File: config.mk
export PLATFORM = sky130hd
export DESIGN_NAME = id_stage_hazard
export DESIGN_NICKNAME = d
export VERILOG_FILES = /design/src/rtl/id_stage_hazard.sv
export SDC_FILE = /design/constraint.sdc
export NUM_CORES = 2
export LEC_CHECK = 0
export CAP_MARGIN = 30
export CORE_MARGIN = 2
export CORE_UTILIZATION = 55
export DETAILED_ROUTE_END_ITERATION = 8
export PLACE_DENSITY = 0.84
export SYNTH_ARGS = -nofsm -noshare
export SYNTH_HDL_FRONTEND = slang
export SYNTH_SLANG_ARGS = --single-unit
File: constraint.sdc
create_clock -name clk -period 3.4 [get_ports clk]
set_input_delay 0.68 -clock clk [delete_from_list [all_inputs] [get_ports clk]]
set_output_delay 0.68 -clock clk [all_outputs]
set_load 0.01 [all_outputs]
File: src/rtl/id_stage_hazard.sv
// Decode stage: opcode decode, register file with WB->ID bypass, immediate
// extension, load-use stall, branch flush and a registered ID/EX slot.
module id_stage_hazard #(
  parameter int DATA_WIDTH = 32,
  parameter int NUM_REGS   = 32,
  parameter int REG_ADDR_W = 5,
  parameter int PC_WIDTH   = 32
) (
  input  logic                  clk,
  input  logic                  rst,
  input  logic [31:0]           instruction,
  input  logic                  in_valid,
  input  logic [PC_WIDTH-1:0]   in_new_pc_value,
  input  logic                  in_RegWrite,
  input  logic [REG_ADDR_W-1:0] write_register,
  input  logic [DATA_WIDTH-1:0] write_data,
  input  logic                  flush,
  output logic                  stall,
  output logic                  out_valid,
  output logic [DATA_WIDTH-1:0] read_data1,
  output logic [DATA_WIDTH-1:0] read_data2,
  output logic [DATA_WIDTH-1:0] extended_bits,
  output logic [PC_WIDTH-1:0]   new_pc_value,
  output logic [REG_ADDR_W-1:0] instr_bits_25_21,
  output logic [REG_ADDR_W-1:0] instr_bits_20_16,
  output logic [REG_ADDR_W-1:0] instr_bits_15_11,
  output logic                  RegDst,
  output logic                  RegWrite,
  output logic                  ALUSrc,
  output logic                  MemWrite,
  output logic                  MemRead,
  output logic                  MemToReg,
  output logic                  Branch,
  output logic [1:0]            load_mode,
  output logic [2:0]            ALUOp
);

  localparam int STAGES = 1;
  localparam logic [REG_ADDR_W:0] NREGS_W = (REG_ADDR_W+1)'(NUM_REGS);

  localparam logic [5:0] OP_RTYPE = 6'h00;
  localparam logic [5:0] OP_LW    = 6'h23;
  localparam logic [5:0] OP_LH    = 6'h21;
  localparam logic [5:0] OP_LB    = 6'h20;
  localparam logic [5:0] OP_SW    = 6'h2B;
  localparam logic [5:0] OP_BEQ   = 6'h04;
  localparam logic [5:0] OP_ADDI  = 6'h08;
  localparam logic [5:0] OP_ANDI  = 6'h0C;
  localparam logic [5:0] OP_ORI   = 6'h0D;

  typedef struct packed {
    logic       reg_dst;
    logic       reg_write;
    logic       alu_src;
    logic       mem_write;
    logic       mem_read;
    logic       mem_to_reg;
    logic       branch;
    logic [1:0] load_mode;
    logic [2:0] alu_op;
  } ctrl_t;

  typedef struct packed {
    ctrl_t                 ctrl;
    logic [DATA_WIDTH-1:0] rd1;
    logic [DATA_WIDTH-1:0] rd2;
    logic [DATA_WIDTH-1:0] ext;
    logic [PC_WIDTH-1:0]   pc;
    logic [REG_ADDR_W-1:0] rs;
    logic [REG_ADDR_W-1:0] rt;
    logic [REG_ADDR_W-1:0] rd;
  } idex_t;

  logic [5:0]            opcode;
  logic [15:0]           imm;
  logic [REG_ADDR_W-1:0] rs, rt, rd;
  ctrl_t                 ctrl_dec;
  logic                  zero_ext;
  logic [DATA_WIDTH-1:0] ext_val;

  assign opcode = instruction[31:26];
  assign imm    = instruction[15:0];
  assign rs     = REG_ADDR_W'(instruction[25:21]);
  assign rt     = REG_ADDR_W'(instruction[20:16]);
  assign rd     = REG_ADDR_W'(instruction[15:11]);

  always_comb begin
    ctrl_dec = '0;
    zero_ext = 1'b0;
    case (opcode)
      OP_RTYPE: begin
        ctrl_dec.reg_dst   = 1'b1;
        ctrl_dec.reg_write = 1'b1;
        ctrl_dec.alu_op    = 3'b010;
      end
      OP_LW, OP_LH, OP_LB: begin
        ctrl_dec.alu_src    = 1'b1;
        ctrl_dec.mem_read   = 1'b1;
        ctrl_dec.mem_to_reg = 1'b1;
        ctrl_dec.reg_write  = 1'b1;
        ctrl_dec.load_mode  = (opcode == OP_LH) ? 2'b01 :
                              (opcode == OP_LB) ? 2'b10 : 2'b00;
      end
      OP_SW: begin
        ctrl_dec.alu_src   = 1'b1;
        ctrl_dec.mem_write = 1'b1;
      end
      OP_BEQ: begin
        ctrl_dec.branch = 1'b1;
        ctrl_dec.alu_op = 3'b001;
      end
      OP_ADDI: begin
        ctrl_dec.alu_src   = 1'b1;
        ctrl_dec.reg_write = 1'b1;
      end
      OP_ANDI: begin
        ctrl_dec.alu_src   = 1'b1;
        ctrl_dec.reg_write = 1'b1;
        ctrl_dec.alu_op    = 3'b011;
        zero_ext           = 1'b1;
      end
      OP_ORI: begin
        ctrl_dec.alu_src   = 1'b1;
        ctrl_dec.reg_write = 1'b1;
        ctrl_dec.alu_op    = 3'b100;
        zero_ext           = 1'b1;
      end
      default: ctrl_dec = '0;
    endcase
  end

  assign ext_val = zero_ext ? {{(DATA_WIDTH-16){1'b0}}, imm}
                            : {{(DATA_WIDTH-16){imm[15]}}, imm};

  // Register file; entry 0 is never written so it always holds zero.
  logic [NUM_REGS-1:0][DATA_WIDTH-1:0] regs;
  logic                                wr_ok;

  assign wr_ok = in_RegWrite && (write_register != '0) && ({1'b0, write_register} < NREGS_W);

  always_ff @(posedge clk) begin
    if (rst)        regs <= '0;
    else if (wr_ok) regs[write_register] <= write_data;
  end

  logic [1:0][REG_ADDR_W-1:0] rd_idx;
  logic [1:0][DATA_WIDTH-1:0] rd_val;

  assign rd_idx[0] = rs;
  assign rd_idx[1] = rt;

  // Same-cycle WB write is forwarded so the RF needs no half-cycle write.
  always_comb begin
    for (int p = 0; p < 2; p++) begin
      rd_val[p] = '0;
      if (rd_idx[p] != '0 && ({1'b0, rd_idx[p]} < NREGS_W)) begin
        if (in_RegWrite && write_register == rd_idx[p]) rd_val[p] = write_data;
        else                                            rd_val[p] = regs[rd_idx[p]];
      end
    end
  end

  idex_t q, d;
  logic  vld_pipe [STAGES:0];
  logic  stall_int;

  assign stall_int = vld_pipe[STAGES] & q.ctrl.mem_read & in_valid & (q.rt != '0) &
                     ((q.rt == rs) | (q.rt == rt));
  assign stall     = stall_int;

  always_comb begin
    d      = '0;
    d.ctrl = in_valid ? ctrl_dec : '0;
    d.rd1  = rd_val[0];
    d.rd2  = rd_val[1];
    d.ext  = ext_val;
    d.pc   = in_new_pc_value;
    d.rs   = rs;
    d.rt   = rt;
    d.rd   = rd;
  end

  assign vld_pipe[0] = in_valid;

  // Flush beats stall; both insert an all-zero bubble into ID/EX.
  always_ff @(posedge clk) begin
    if (rst || flush || stall_int) begin
      vld_pipe[1] <= 1'b0;
      q           <= '0;
    end else begin
      vld_pipe[1] <= vld_pipe[0];
      q           <= d;
    end
  end

  assign out_valid        = vld_pipe[STAGES];
  assign read_data1       = q.rd1;
  assign read_data2       = q.rd2;
  assign extended_bits    = q.ext;
  assign new_pc_value     = q.pc;
  assign instr_bits_25_21 = q.rs;
  assign instr_bits_20_16 = q.rt;
  assign instr_bits_15_11 = q.rd;
  assign RegDst           = q.ctrl.reg_dst;
  assign RegWrite         = q.ctrl.reg_write;
  assign ALUSrc           = q.ctrl.alu_src;
  assign MemWrite         = q.ctrl.mem_write;
  assign MemRead          = q.ctrl.mem_read;
  assign MemToReg         = q.ctrl.mem_to_reg;
  assign Branch           = q.ctrl.branch;
  assign load_mode        = q.ctrl.load_mode;
  assign ALUOp            = q.ctrl.alu_op;

endmodule

# Word level (Yosys, flattened, before mapping)
# Cells that the tools add are included.
# word_totals
reg_bits	1165
wordCells	116
# op_classes
order_cmp	4
eq_ne	12
mux	19
n_bitwise	9
reduce_logical	21
# op_table
cell	n
bitwise mux 1024 bit	1
binary-select mux 32 bit (select 5 bit)	2
demux 32 bit (select 5 bit)	1
two-way mux 32 bit	5
equality test 6 bit, second input constant	4
equality test 5 bit	4
nonzero test 5 bit	4
equality test 6 x 4 -> 1 bit, second input constant	3
less-than comparator 5 x 6 -> 1 bit, second input constant	3
OR reduction 7 bit	2
one-hot mux 3 bit (4 select lines)	1
OR reduction 2 bit	5
two-way mux 1 bit	7
equality test 6 x 3 -> 1 bit, second input constant	1
logical NOT 6 bit	1
OR reduction 3 bit	2
greater-or-equal comparator 5 x 1 -> 1 bit, second input constant	1
AND 1 bit	4
logical AND 1 bit	4
two-way mux 2 bit	2
inverter 1 bit	4
OR reduction 4 bit	1
logical OR 1 bit	2
bitwise OR 1 bit	1

# Logic depth before layout (Yosys ltp)
# depth
word_depth	6
ltp_mapped	10
mapped_depth_nobuf	6

# Worst setup path after synthesis
# OpenSTA, ideal clock, no wires.
# synth_timing
path_type	input to register
startpoint	input instruction[16]
endpoint	register q, in the netlist read_data2[10]
setup_ps	117
arrival_ps	2318
t_required_ps	3283
path_slack_ps	965
cell_stages	7
cell_sequence	buf_2 -> buf_2 -> buf_2 -> mux4_2 -> a21oi_1 -> nand4_1 -> a22o_1
# synth_between
elab_chain_cells	5
# synth_rtl
element	line_no	text
start: declaration	11	input logic [31:0] instruction,
branches (longest 5 deep; another with binary-select mux 32 bit (select 5 bit))	--	
end signal: assignment	189	q <= '0;
end signal: assignment	192	q <= d;
end: declaration	163	idex_t q, d;
# Several ways; the timed one is not identified. The select of a mux whose other input is x is not followed.
# A chain may end at the register's enable or synchronous reset.

# Worst setup path in the final report
# layout_timing
startpoint	register q, in the netlist instr_bits_20_16[2]
endpoint	output stall
# layout_between
elab_chain_cells	3
# layout_rtl
element	line_no	text
equality test 5 bit or nonzero test 5 bit (tied branches)	168, 167	
bitwise OR 1 bit or AND 1 bit (tied branches)	168, 167	
AND 1 bit *	167	assign stall_int = vld_pipe[STAGES] & q.ctrl.mem_read & in_valid & (q.rt != '0) &
end: declaration	18	output logic stall,
# Every way passes the cells marked *; elsewhere a longest branch is shown, timed or not.

==> results.yml <==
yosys:
  synth-compound-area-share_pct: 14.4
  synthCells: 6633
  yosysWarnings: 0
  yosysSeqAreaShare_pct: 41.2
  synth-simple-area-share_pct: 18.8
  syn_nets: 6739
  synthMuxAreaShare_pct: 19.7
  ys.flop_type: "dfxtp_1"
  synth_xor_area_share_pct: 0.327
  ys_seq_elements: 1159
  yosys.area_share.adder_pct: 0
  ys_types: 44
  synth-edff-count: 0
  synth_top_family_by_area: "multiplexers"
  netlist_area_um2: 56300
  synthArstFlopShare_pct: 0
  syn_area_per_cell_um2: 8.49
finish:
  fin_area_um2: 64300
  fillCellCount: 7789
  multi_input_area_um2: 30100
  syn_to_final_growth_pct: 14.1
  register_area_um2: 23200
  drive_above_1_share_pct: 11.3
  fin_nets: 6649
sta:
  relSlewSlack_pct: 15.4
  maxSlewViolCount: 0
  setup_viol: 0
  fin_crit_ns: 3.32
  finalClockSkew_ns: 0.0345
  hold_viol_final: 0
  rsz0062_at_grt: "no"
  fin_tns_setup_ns: 0
  tightest_slew_ns: 1.27
  finalCritPeriodShare_pct: 97.5
  fmax_ghz: 0.302
pwr:
  leakagePower_nw: 22.0
  ir_drop_mv: 0.410
  p_total_mw: 29.9
  power_density_nw_per_um2: 465
route:
  wl_per_cell_um: 26.2
  drtIter0Drc: 9794
  drc: 0
  vias_per_cell: 6.77
  firstDrtPassIters: 7
  via_count: 54204
  routed_wl_um: 209000
  drt.antenna.violating_nets: 0
global_routing:
  grt_pass1_wl_um: 308000
  grt_pass1_vias: 52103
  antenna_found_initial: 15
  globalRouteTotalUtil_pct: 38.5
  grt_max_degree: 225
  grt_overflow: 0
min_path:
  min_from: "rst"
  hold_class: "input pin to flip-flop"
  whs_path_depth: 2
  hold_end: "regs[1016]$_SDFFE_PP0P_"
worst_setup_path:
  required_ns: 2.72
  critPathLaunchType: "flip-flop"
  arrival_ns: 2.64
  critPathMaxFanout: 4
  end_kind: "output port"
  rrSetupSlack_ns: 1.03
  r2r-end: "read_data2[2]$_SDFF_PP0_"
  r2r_cells: 7
  reg2reg_from: "instr_bits_20_16[2]$_SDFF_PP0_"
  crit_type: "flip-flop to output port"
placed_design:
  io_buffers: 262
  gp_congestion: 0.951
  dp_hpwl_um: 127000
  placed_area_um2: 60400
cts:
  root_buffer: "clkbuf_16"
  cts_sinks: 1159
  cts_tree: "done"
  clk-insertion-delay-late_ns: 0.74
  htree_levels: 3
  cts_made_buffers: 113
  cts_buffer_depth: 3
  cts.clk_slew.worst_paths_ns: 0.06
outcome:
  status: "finished, final reports clean"
flow_run:
  drv_cap: 0
floorplan:
  dieArea_um2: 105000
  die_y_um: 324
  num_rows: 117
  dieWidth_um: 324
  core_um2: 102000
  start_util_pct: 55.4
  io_pins: 263
[logic make-up (layout without fill, tap and decap cells)]
group,Yosys count,count (layout)
xor+xnor,21,21
compound gates,1438,1438
other cells,0,3
mux,776,776
simple gates,2537,2537
buf+inv,702,705
flops,1159,1159
[synthesized netlist by cell type, types with 47 or more instances]
master    instances  share of area [%]
buf_2           184                1.6
and2_1           63               0.70
nor2b_1         162                1.8
nor2_1           47               0.31
nand4_1          64               0.71
a22oi_1         249                3.3
clkbuf_1        423                2.8
mux4_2          264                 11
a21oi_1        1119                9.9
nand3_1         129                1.1
mux2i_1         510                9.1
a22o_1           62               0.96
nand2_1        2022                 13
dfxtp_1        1159                 41
[critical path, cell delays in order, from the launching register on]
cell and delay (ns):
dfxtp_1 0.61, xor2_1 0.15, nor3_1 0.28, a22oi_1 0.19
nor2_4 0.16, clkdlybuf4s50_1 0.54
[layout by cell type, fill, tap and decap left out, types with 15 or more instances in the layout]
| cell type | Yosys | layout |
|---|---|---|
| a21oi_1 | 1119 | 1119 |
| a22o_1 | 62 | 62 |
| a22oi_1 | 249 | 249 |
| and2_1 | 63 | 63 |
| buf_12 | 0 | 73 |
| buf_4 | 35 | 161 |
| clkbuf_1 | 423 | 24 |
| clkbuf_16 | 0 | 116 |
| clkbuf_8 | 0 | 18 |
| clkdlybuf4s50_1 | 0 | 257 |
| clkinv_2 | 0 | 24 |
| dfxtp_1 | 1159 | 1158 |
| mux2i_1 | 510 | 510 |
| mux4_2 | 264 | 264 |
| nand2_1 | 2022 | 2022 |
| nand3_1 | 129 | 129 |
| nand4_1 | 64 | 64 |
| nor2_1 | 47 | 15 |
| nor2_2 | 2 | 24 |
| nor2b_1 | 162 | 156 |
| xor2_1 | 19 | 19 |
[sequential cells by signal (all words and copies together), names as in the netlist]
register          cells
new_pc_value         32
MemRead               1
instr_bits_20_16      5
read_data1           32
instr_bits_25_21      5
out_valid             1
RegWrite              1
load_mode             2
MemWrite              1
RegDst                1
extended_bits        17
ALUOp                 3
regs               1024
ALUSrc                1
read_data2           32
Branch                1
[where the power goes]
group	total, mW	internal, mW	switching, mW
sequential	13.8	13.7	0.115
clock	13.4	7.71	5.65
combinational	2.67	0.950	1.72
[how the worst max path moves through the flow]
stage,start,endpoint,cells after the start
finish,instr_bits_20_16[2]$_SDFF_PP0_,stall,5
global placement,instruction[18],stall,6
global route,instr_bits_20_16[2]$_SDFF_PP0_,stall,5
CTS,instr_bits_20_16[4]$_SDFF_PP0_,stall,5
detailed placement,instruction[18],stall,6
floorplan,instruction[16],read_data2[10]$_SDFF_PP0_,7
[cell type report]
class | instances | share of cell area, %
clock inverters | 50 | 1.04
well taps | 1368 | 2.66
diodes | 3 | 0.0117
clock buffers | 158 | 5.04
repair buffers | 496 | 8.27
inverters | 1 | 0.00584
multi-input cells | 4772 | 46.9
flip-flops and latches | 1159 | 36.1
[timing repair]
action,in CTS,in global routing
endpoints found under the setup margin,0,1
hold buffers,0,0
gates resized for setup,0,1
buffers inserted,0,0
endpoints found under the hold margin,0,0
[per-stage QoR]
step / std cells / utilization, % / setup slack, ns / hold WS, ns
after floorplan: 6633 / - / 0.965 / 0.443
after global placement: 7796 / 59.3 / 0.0416 / 0.448
after detailed placement: 7796 / 59.3 / 0.0355 / 0.457
after CTS: 8004 / 63.2 / 0.0258 / 0.336
after global routing: 8005 / 63.2 / 0.00858 / 0.343
final: 8007 / 63.2 / 0.0848 / 0.342
[per-layer routing]
| metal | GRT usage (%) | vias to the layer above | part of all wire [%] |
|---|---|---|---|
| li1 | - | 22647 | - |
| met1 | 47.0 | 25278 | 33 |
| met2 | 56.2 | 4933 | 42 |
| met3 | 13.7 | 1324 | 17 |
| met4 | 28.0 | 22 | 8.2 |
| met5 | 0 | - | 0.073 |
Power figures use the tool's default switching activity.
